`config.mk`:
```
export PLATFORM = sky130hd
export DESIGN_NAME = mcu_spi_tx_slave
export DESIGN_NICKNAME = d
export VERILOG_FILES = /design/src/rtl/mcu_spi_tx_slave.sv
export SDC_FILE = /design/constraint.sdc
export NUM_CORES = 1
export LEC_CHECK = 0
export BUFFER_PORTS_ARGS = -buffer_cell sky130_fd_sc_hd__buf_2
export CELL_PAD_IN_SITES_DETAIL_PLACEMENT = 1
export CELL_PAD_IN_SITES_GLOBAL_PLACEMENT = 1
export CORE_MARGIN = 1.5
export CORE_UTILIZATION = 45
export CTS_BUF_LIST = sky130_fd_sc_hd__clkbuf_2 sky130_fd_sc_hd__clkbuf_4 sky130_fd_sc_hd__clkbuf_8
export DETAILED_ROUTE_END_ITERATION = 16
export PLACE_DENSITY = 0.77
export SETUP_SLACK_MARGIN = 0.4
export SYNTH_ARGS = -nofsm -noshare
export SYNTH_HDL_FRONTEND = slang
export SYNTH_SLANG_ARGS = --single-unit
```
`constraint.sdc`:
```
create_clock -name clk -period 8.65 [get_ports clk]
set_clock_uncertainty 0.05 [all_clocks]
set_input_delay 0.865 -clock clk [delete_from_list [all_inputs] [get_ports clk]]
set_output_delay 0.865 -clock clk [all_outputs]
set_load 0.02 [all_outputs]
```
`src/rtl/mcu_spi_tx_slave.sv`:
```
// rtl/mcu_spi_tx_slave.sv - SPI mode-0 slave serving a 16-byte sensor/status frame to the MCU
// All SPI pins are oversampled in the clk domain; the frame is snapshotted on the CS fall.
module mcu_spi_tx_slave #(
  parameter logic [7:0] HEADER      = 8'hA5,
  parameter int         SYNC_STAGES = 2
) (
  input  logic        clk,
  input  logic        reset,
  input  logic        sck,
  input  logic        cs_n,
  input  logic        mosi,
  output logic        miso,
  output logic        miso_oe,
  input  logic        initialized,
  input  logic        error,
  input  logic        quat1_valid,
  input  logic        gyro1_valid,
  input  logic [15:0] quat1_w,
  input  logic [15:0] quat1_x,
  input  logic [15:0] quat1_y,
  input  logic [15:0] quat1_z,
  input  logic [15:0] gyro1_x,
  input  logic [15:0] gyro1_y,
  input  logic [15:0] gyro1_z,
  output logic        frame_done,
  output logic        frame_abort,
  output logic [7:0]  frame_count
);

  localparam logic [1:0] S_WAIT_IDLE = 2'd0;
  localparam logic [1:0] S_IDLE      = 2'd1;
  localparam logic [1:0] S_SHIFT     = 2'd2;
  localparam logic [7:0] ARM_LAST    = 8'(SYNC_STAGES);

  logic [SYNC_STAGES-1:0] cs_sync_q, sck_sync_q, mosi_sync_q;
  logic                   cs_prev_q, sck_prev_q;
  logic                   cs_s, sck_s;
  logic                   cs_fall, cs_rise, sck_rise, sck_fall;
  logic                   unused_mosi;

  logic [1:0]   state_q, state_d;
  logic [127:0] shift_q, shift_d;
  logic [7:0]   bit_cnt_q, bit_cnt_d;
  logic [7:0]   arm_cnt_q, arm_cnt_d;
  logic         done_q, done_d;
  logic         abort_q, abort_d;
  logic [7:0]   count_q, count_d;
  logic [127:0] frame_live;

  assign cs_s        = cs_sync_q[SYNC_STAGES-1];
  assign sck_s       = sck_sync_q[SYNC_STAGES-1];
  assign unused_mosi = mosi_sync_q[SYNC_STAGES-1];

  assign cs_fall  = cs_prev_q & ~cs_s;
  assign cs_rise  = ~cs_prev_q & cs_s;
  assign sck_rise = ~sck_prev_q & sck_s;
  assign sck_fall = sck_prev_q & ~sck_s;

  assign frame_live = {HEADER, 4'b0000, gyro1_valid, quat1_valid, error, initialized,
                       quat1_w, quat1_x, quat1_y, quat1_z, gyro1_x, gyro1_y, gyro1_z};

  always_ff @(posedge clk or posedge reset) begin
    if (reset) begin
      cs_sync_q   <= '1;
      sck_sync_q  <= '0;
      mosi_sync_q <= '0;
      cs_prev_q   <= 1'b1;
      sck_prev_q  <= 1'b0;
    end else begin
      cs_sync_q   <= {cs_sync_q[SYNC_STAGES-2:0], cs_n};
      sck_sync_q  <= {sck_sync_q[SYNC_STAGES-2:0], sck};
      mosi_sync_q <= {mosi_sync_q[SYNC_STAGES-2:0], mosi};
      cs_prev_q   <= cs_s;
      sck_prev_q  <= sck_s;
    end
  end

  always_comb begin
    state_d   = state_q;
    shift_d   = shift_q;
    bit_cnt_d = bit_cnt_q;
    arm_cnt_d = arm_cnt_q;
    done_d    = 1'b0;
    abort_d   = 1'b0;
    count_d   = count_q;
    case (state_q)
      S_WAIT_IDLE: begin
        // The synchronizer resets to "deselected", so CS high only counts once it has been flushed.
        if (!cs_s) begin
          arm_cnt_d = 8'd0;
        end else if (arm_cnt_q == ARM_LAST) begin
          arm_cnt_d = 8'd0;
          state_d   = S_IDLE;
        end else begin
          arm_cnt_d = arm_cnt_q + 8'd1;
        end
      end
      S_IDLE: begin
        if (cs_fall) begin
          shift_d   = frame_live;
          bit_cnt_d = 8'd0;
          state_d   = S_SHIFT;
        end
      end
      S_SHIFT: begin
        if (cs_rise) begin
          state_d = S_IDLE;
          if (bit_cnt_q[7]) begin
            done_d  = 1'b1;
            count_d = count_q + 8'd1;
          end else begin
            abort_d = 1'b1;
          end
        end else if (sck_rise) begin
          if (bit_cnt_q != 8'hFF) bit_cnt_d = bit_cnt_q + 8'd1;
        end else if (sck_fall && (bit_cnt_q != 8'd0)) begin
          shift_d = {shift_q[126:0], 1'b0};
        end
      end
      default: state_d = S_WAIT_IDLE;
    endcase
  end

  always_ff @(posedge clk or posedge reset) begin
    if (reset) begin
      state_q   <= S_WAIT_IDLE;
      shift_q   <= '0;
      bit_cnt_q <= 8'd0;
      arm_cnt_q <= 8'd0;
      done_q    <= 1'b0;
      abort_q   <= 1'b0;
      count_q   <= 8'd0;
    end else begin
      state_q   <= state_d;
      shift_q   <= shift_d;
      bit_cnt_q <= bit_cnt_d;
      arm_cnt_q <= arm_cnt_d;
      done_q    <= done_d;
      abort_q   <= abort_d;
      count_q   <= count_d;
    end
  end

  assign miso_oe     = (state_q == S_SHIFT);
  assign miso        = (state_q == S_SHIFT) & shift_q[127];
  assign frame_done  = done_q;
  assign frame_abort = abort_q;
  assign frame_count = count_q;

endmodule

```
---- After elaboration in Yosys (flattened, before gate mapping) ----
Cells that the tools add are included.
storage, ports and cells
  latch bits .............................. 0
  bits in registers ....................... 162
  bits in writable memories ............... 0
  output and inout bits ................... 12
  memory bits (read-only) ................. 0
  memories ................................ 0
  bits of input ports ..................... 121
  logic and storage cells ................. 67
operators by class
  shifts and indexed selects .............. 0
  $lt $le $gt $ge ......................... 0
  div/mod/pow operators ................... 0
  $add $sub $neg .......................... 3
  bitwise logic cells ..................... 9
  equal/unequal tests ..................... 13
  mux-type cells .......................... 23
  reduce and logical (&&, ||, !) cells .... 8
  multipliers ............................. 0
operators with widths
  cell                                                                     count
  128-bit 2-to-1 mux                                                       4
  128-bit case mux with 2 select lines                                     1
  8-bit 2-to-1 mux                                                         6
  8-bit by 1-bit adder with 8-bit output, second input constant            3
  8-bit case mux with 2 select lines                                       1
  2-bit inequality test, second input constant                             5
  5-bit AND reduction                                                      2
  8-bit by 2-bit equality test with 1-bit output, second input constant    1
  2-bit 2-to-1 mux                                                         4
  2-bit by 1-bit inequality test with 1-bit output, second input constant  4
  8-bit inequality test, second input constant                             1
  8-bit nonzero test                                                       1
  1-bit 2-to-1 mux                                                         6
  2-bit case mux with 3 select lines                                       1
  1-bit bitwise AND                                                        5
  1-bit inverter                                                           4
  4-bit AND reduction                                                      1
  3-bit AND reduction                                                      1
  2-bit by 1-bit equality test with 1-bit output, second input constant    1
  2-bit equality test, second input constant                               1
  2-bit zero test                                                          1
  2-bit nonzero test                                                       1
  1-bit logical AND                                                        1

---- Longest topological paths before layout ----
  depth in word-level cells ............... 7
  gate-level depth with buffers ........... 8
  mapped depth without buffers ............ 6

---- Worst setup path after synthesis ----
No wires, ideal clock.
  path type ............................... flip-flop to output port
  start point ............................. reg state_q[0]
  end point ............................... out miso
  arrival time ............................ 1.648 ns
  slack ................................... 6.087 ns
  buffers on the path ..................... 3
  required time ........................... 7.735 ns
  cell stages (with the launch flop) ...... 7
  cell sequence ........................... dfrtp_1 > nand2b_1 > buf_6 > inv_2 > buf_2 > clkbuf_1 > and2_1
between the ends
  word-level cells in the longest chain between the ends .. 2
RTL lines
  item                    line  text
  start, declared         41    logic [1:0] state_q, state_d;
  start signal, assigned  134   state_q <= state_d;
  2-bit equality test     --
  net miso_oe             13    output logic miso_oe,
  1-bit bitwise AND       145   assign miso = (state_q == S_SHIFT) & shift_q[127];
  end, declared           12    output logic miso,
The timed path passes the listed nets, and every way through them passes these cells.

---- Final worst setup path ----
  start point ............................. reg state_q[0]
  end point ............................... out miso
between the ends
  word-level cells in the longest chain between the ends .. 2
RTL lines
  item                 line
  2-bit equality test  145
  1-bit bitwise AND    145
Every way passes these cells.

==> results.cfg <==
[timing]
relSlewSlack = 0.155
tightest_slew_ps = 1260
rsz0062_at_grt = no
fmax_mhz = 261
setup_tns_ps = 0
hold_viol = 0
min_period_over_period = 0.443
setup_viol = 0
timing.final.crit_period_ps = 3830
final_max_slew_viol_count = 0
fin_ws_ps = 4820

[synth]
syn_inst = 815
synth_edf_count = 0
synthSimpleGateAreaFrac = 0.198
synth_nets = 941
synth_cell_types = 43
synth.most_common_cell = nand2_1
yosysSeqAreaShare = 0.484
async_flop_share = 1.00
synth_top_family_by_area = multiplexers
synthAdderAreaFrac = 0.00747
muxShareOfSynthArea = 0.219
synth_top_area_share = 0.475
ys.flop_type = dfrtp_1
synth_compound_area_frac = 0.0332
syn_area_sq_um = 8380
synth_common_cells = nand2_1, dfrtp_1, mux2_4
ys_ff_latch = 162
yosysTopAreaCell = dfrtp_1
yosysWarnings = 0
syn_area_per_cell_sq_um = 10.3
synth.area.top_cells = dfrtp_1, mux2_4, nand2_1
synth_xor_xnor_area_share = 0.00836

[layout]
nets = 1052
drive_gt1_frac = 0.317
fin_area_sq_um = 9420
n_antenna_cell = 0
seqCellArea_sq_um = 4060
multiInputGateArea_sq_um = 3920
final_cell_count_no_fill = 1168
num-fill-cells = 2070
area_growth_pct = 12.5

[global_route]
grt_usage = 0.194
grt_max_degree = 99
grt_pass1_wl_microns = 30600
grt_pass1_vias = 6288
antenna_found_initial = 0
overflow = 0

[critical_path]
cp_slowest_cell = buf_4
critical_path.cell_chain = nand2b_4 -> inv_4 -> buf_4 -> and2_1 -> buf_2
crit_type = reg2out
crit_start = state_q[0]
required_ps = 7740
cp-start-kind = flip-flop
r2r_cells = 8
reg2reg_from = bit_cnt_q[0]
max_stage_delay_ps = 660
cp_max_fo = 74
reg2reg_to = shift_q[37]
r2r_slack_ps = 5420
crit_end = miso
end_kind = primary output
critPathArrivalTime_ps = 2920

[drt]
drt_iter0_drc = 240
drc = 8
vias_per_cell = 5.06
antenna_left = 0
routedWlPerCell_microns = 15.3
drt_wl_total_microns = 17800
vias = 5908
dr.pass1.iters = 10

[die]
num_rows = 49
chipHeight_microns = 139
ios = 133
coreArea_sq_um = 18100
start_util = 0.463
dieArea_sq_um = 19400
fp.dieW_microns = 139

[clock_network]
cts.path.max_buffers = 2
cts.sinks = 162
clock-root-buffer = clkbuf_8
cts_setup_buffers = 0
cts_hold_buffers = 0
clk_pin_slew_ps = 90
cts_tree = yes
htreeDepth = 4
cts_resized = 0
clock_latency_ps = 450
cts_buffers = 17

[pwr]
fin_total_pwr_mw = 2.90
peakVddDrop_mv = 0.113
p_per_area_nw_per_um2 = 308
power.leakage_nw = 5.12

[placed_design]
gp_congestion = 0.723
place_area_sq_um = 9020
dp_cells = 1136
port_buffers = 131
post-place-ws_ps = 5230
hpwl_microns = 11700

[status]
status = complete, but fails checks
violations = DRC

[flow_run]
maxCapViolations = 0

[hold_path]
holdPathStages = 0
hp-class = reg2reg
[layout make-up]
cell class | count | share of cell area
flip-flops and latches | 162 | 0.431
multi-input cells | 595 | 0.416
repair buffers | 137 | 0.0744
clock buffers | 23 | 0.0309
well taps | 229 | 0.0304
clock inverters | 9 | 0.0113
inverters | 13 | 0.00598
[through the flow]
stage	hold WS [ps]	util
2_1_floorplan	281	-
3_3_place_gp	296	0.499
3_5_place_dp	286	0.499
4_1_cts	311	0.521
5_1_grt	316	0.521
6_report	309	0.521
[critical path, delay by kind of cell, from the launching register on]
family                 cells  cell delay [ps]
buffers and inverters      3             1440
flip-flops                 1              420
AND/OR/NAND/NOR            2              550
[logic make-up (layout without fill, tap and decap cells)]
group / count (synthesis) / after routing
AO/OA/AOI/OAI: 39 / 39
XOR/XNOR: 8 / 8
adder cells (fa/ha/maj): 5 / 5
buffers and inverters: 58 / 182
flip-flops: 162 / 162
multiplexers: 127 / 127
AND/OR/NAND/NOR: 416 / 416
[power by group]
| part | switching, mW | internal, mW | leakage [nW] |
|---|---|---|---|
| sequential | 0.184 | 1.06 | 1.93 |
| combinational | 0.462 | 0.637 | 2.99 |
| clock | 0.274 | 0.283 | 0.200 |
| total | 0.920 | 1.98 | 5.12 |
[registers in the layout (all words and copies together), names as in the netlist]
name and cells:
cs_sync_q 2, shift_q 128, sck_prev_q 1, cs_prev_q 1
arm_cnt_q 8, frame_done 1, sck_sync_q 2, bit_cnt_q 8
frame_count 8, state_q 2, frame_abort 1
[layout by cell type (no fill, tap or decap), drive strengths merged, types with 2 or more instances in the layout]
cell and instances:
nand2 369, dfrtp 159, buf 137, mux2 119
clkbuf 23, inv 13, nand3 10, a31oi 9
mux2i 8, o21ai 8, nand4 7, nand2b 7
nor2 6, a21oi 6, xnor2 6, nor3 5
ha 5, and4 4, a21o 4, clkinv 4
and3 3, clkinvlp 3, dfstp 3, nor4b 2
a41oi 2, o21a 2, xor2 2, bufinv 2
[worst min-delay path by stage]
stage,end,start,slack (ps)
6_report,cs_sync_q[1],cs_sync_q[0],310
5_1_grt,cs_sync_q[1],cs_sync_q[0],320
4_1_cts,cs_sync_q[1],cs_sync_q[0],310
3_5_place_dp,sck_sync_q[1],sck_sync_q[0],290
3_3_place_gp,sck_sync_q[1],sck_sync_q[0],300
2_1_floorplan,sck_sync_q[1],sck_sync_q[0],280
[per-layer routing]
layer,GRT usage,share of wire,vias up
met5,0,0,-
met4,0.0515,0.012,0
met3,0.0482,0.036,20
met2,0.318,0.48,99
met1,0.258,0.47,2912
li1,-,-,2877
No activity file was read; power rests on OpenSTA's default activity.
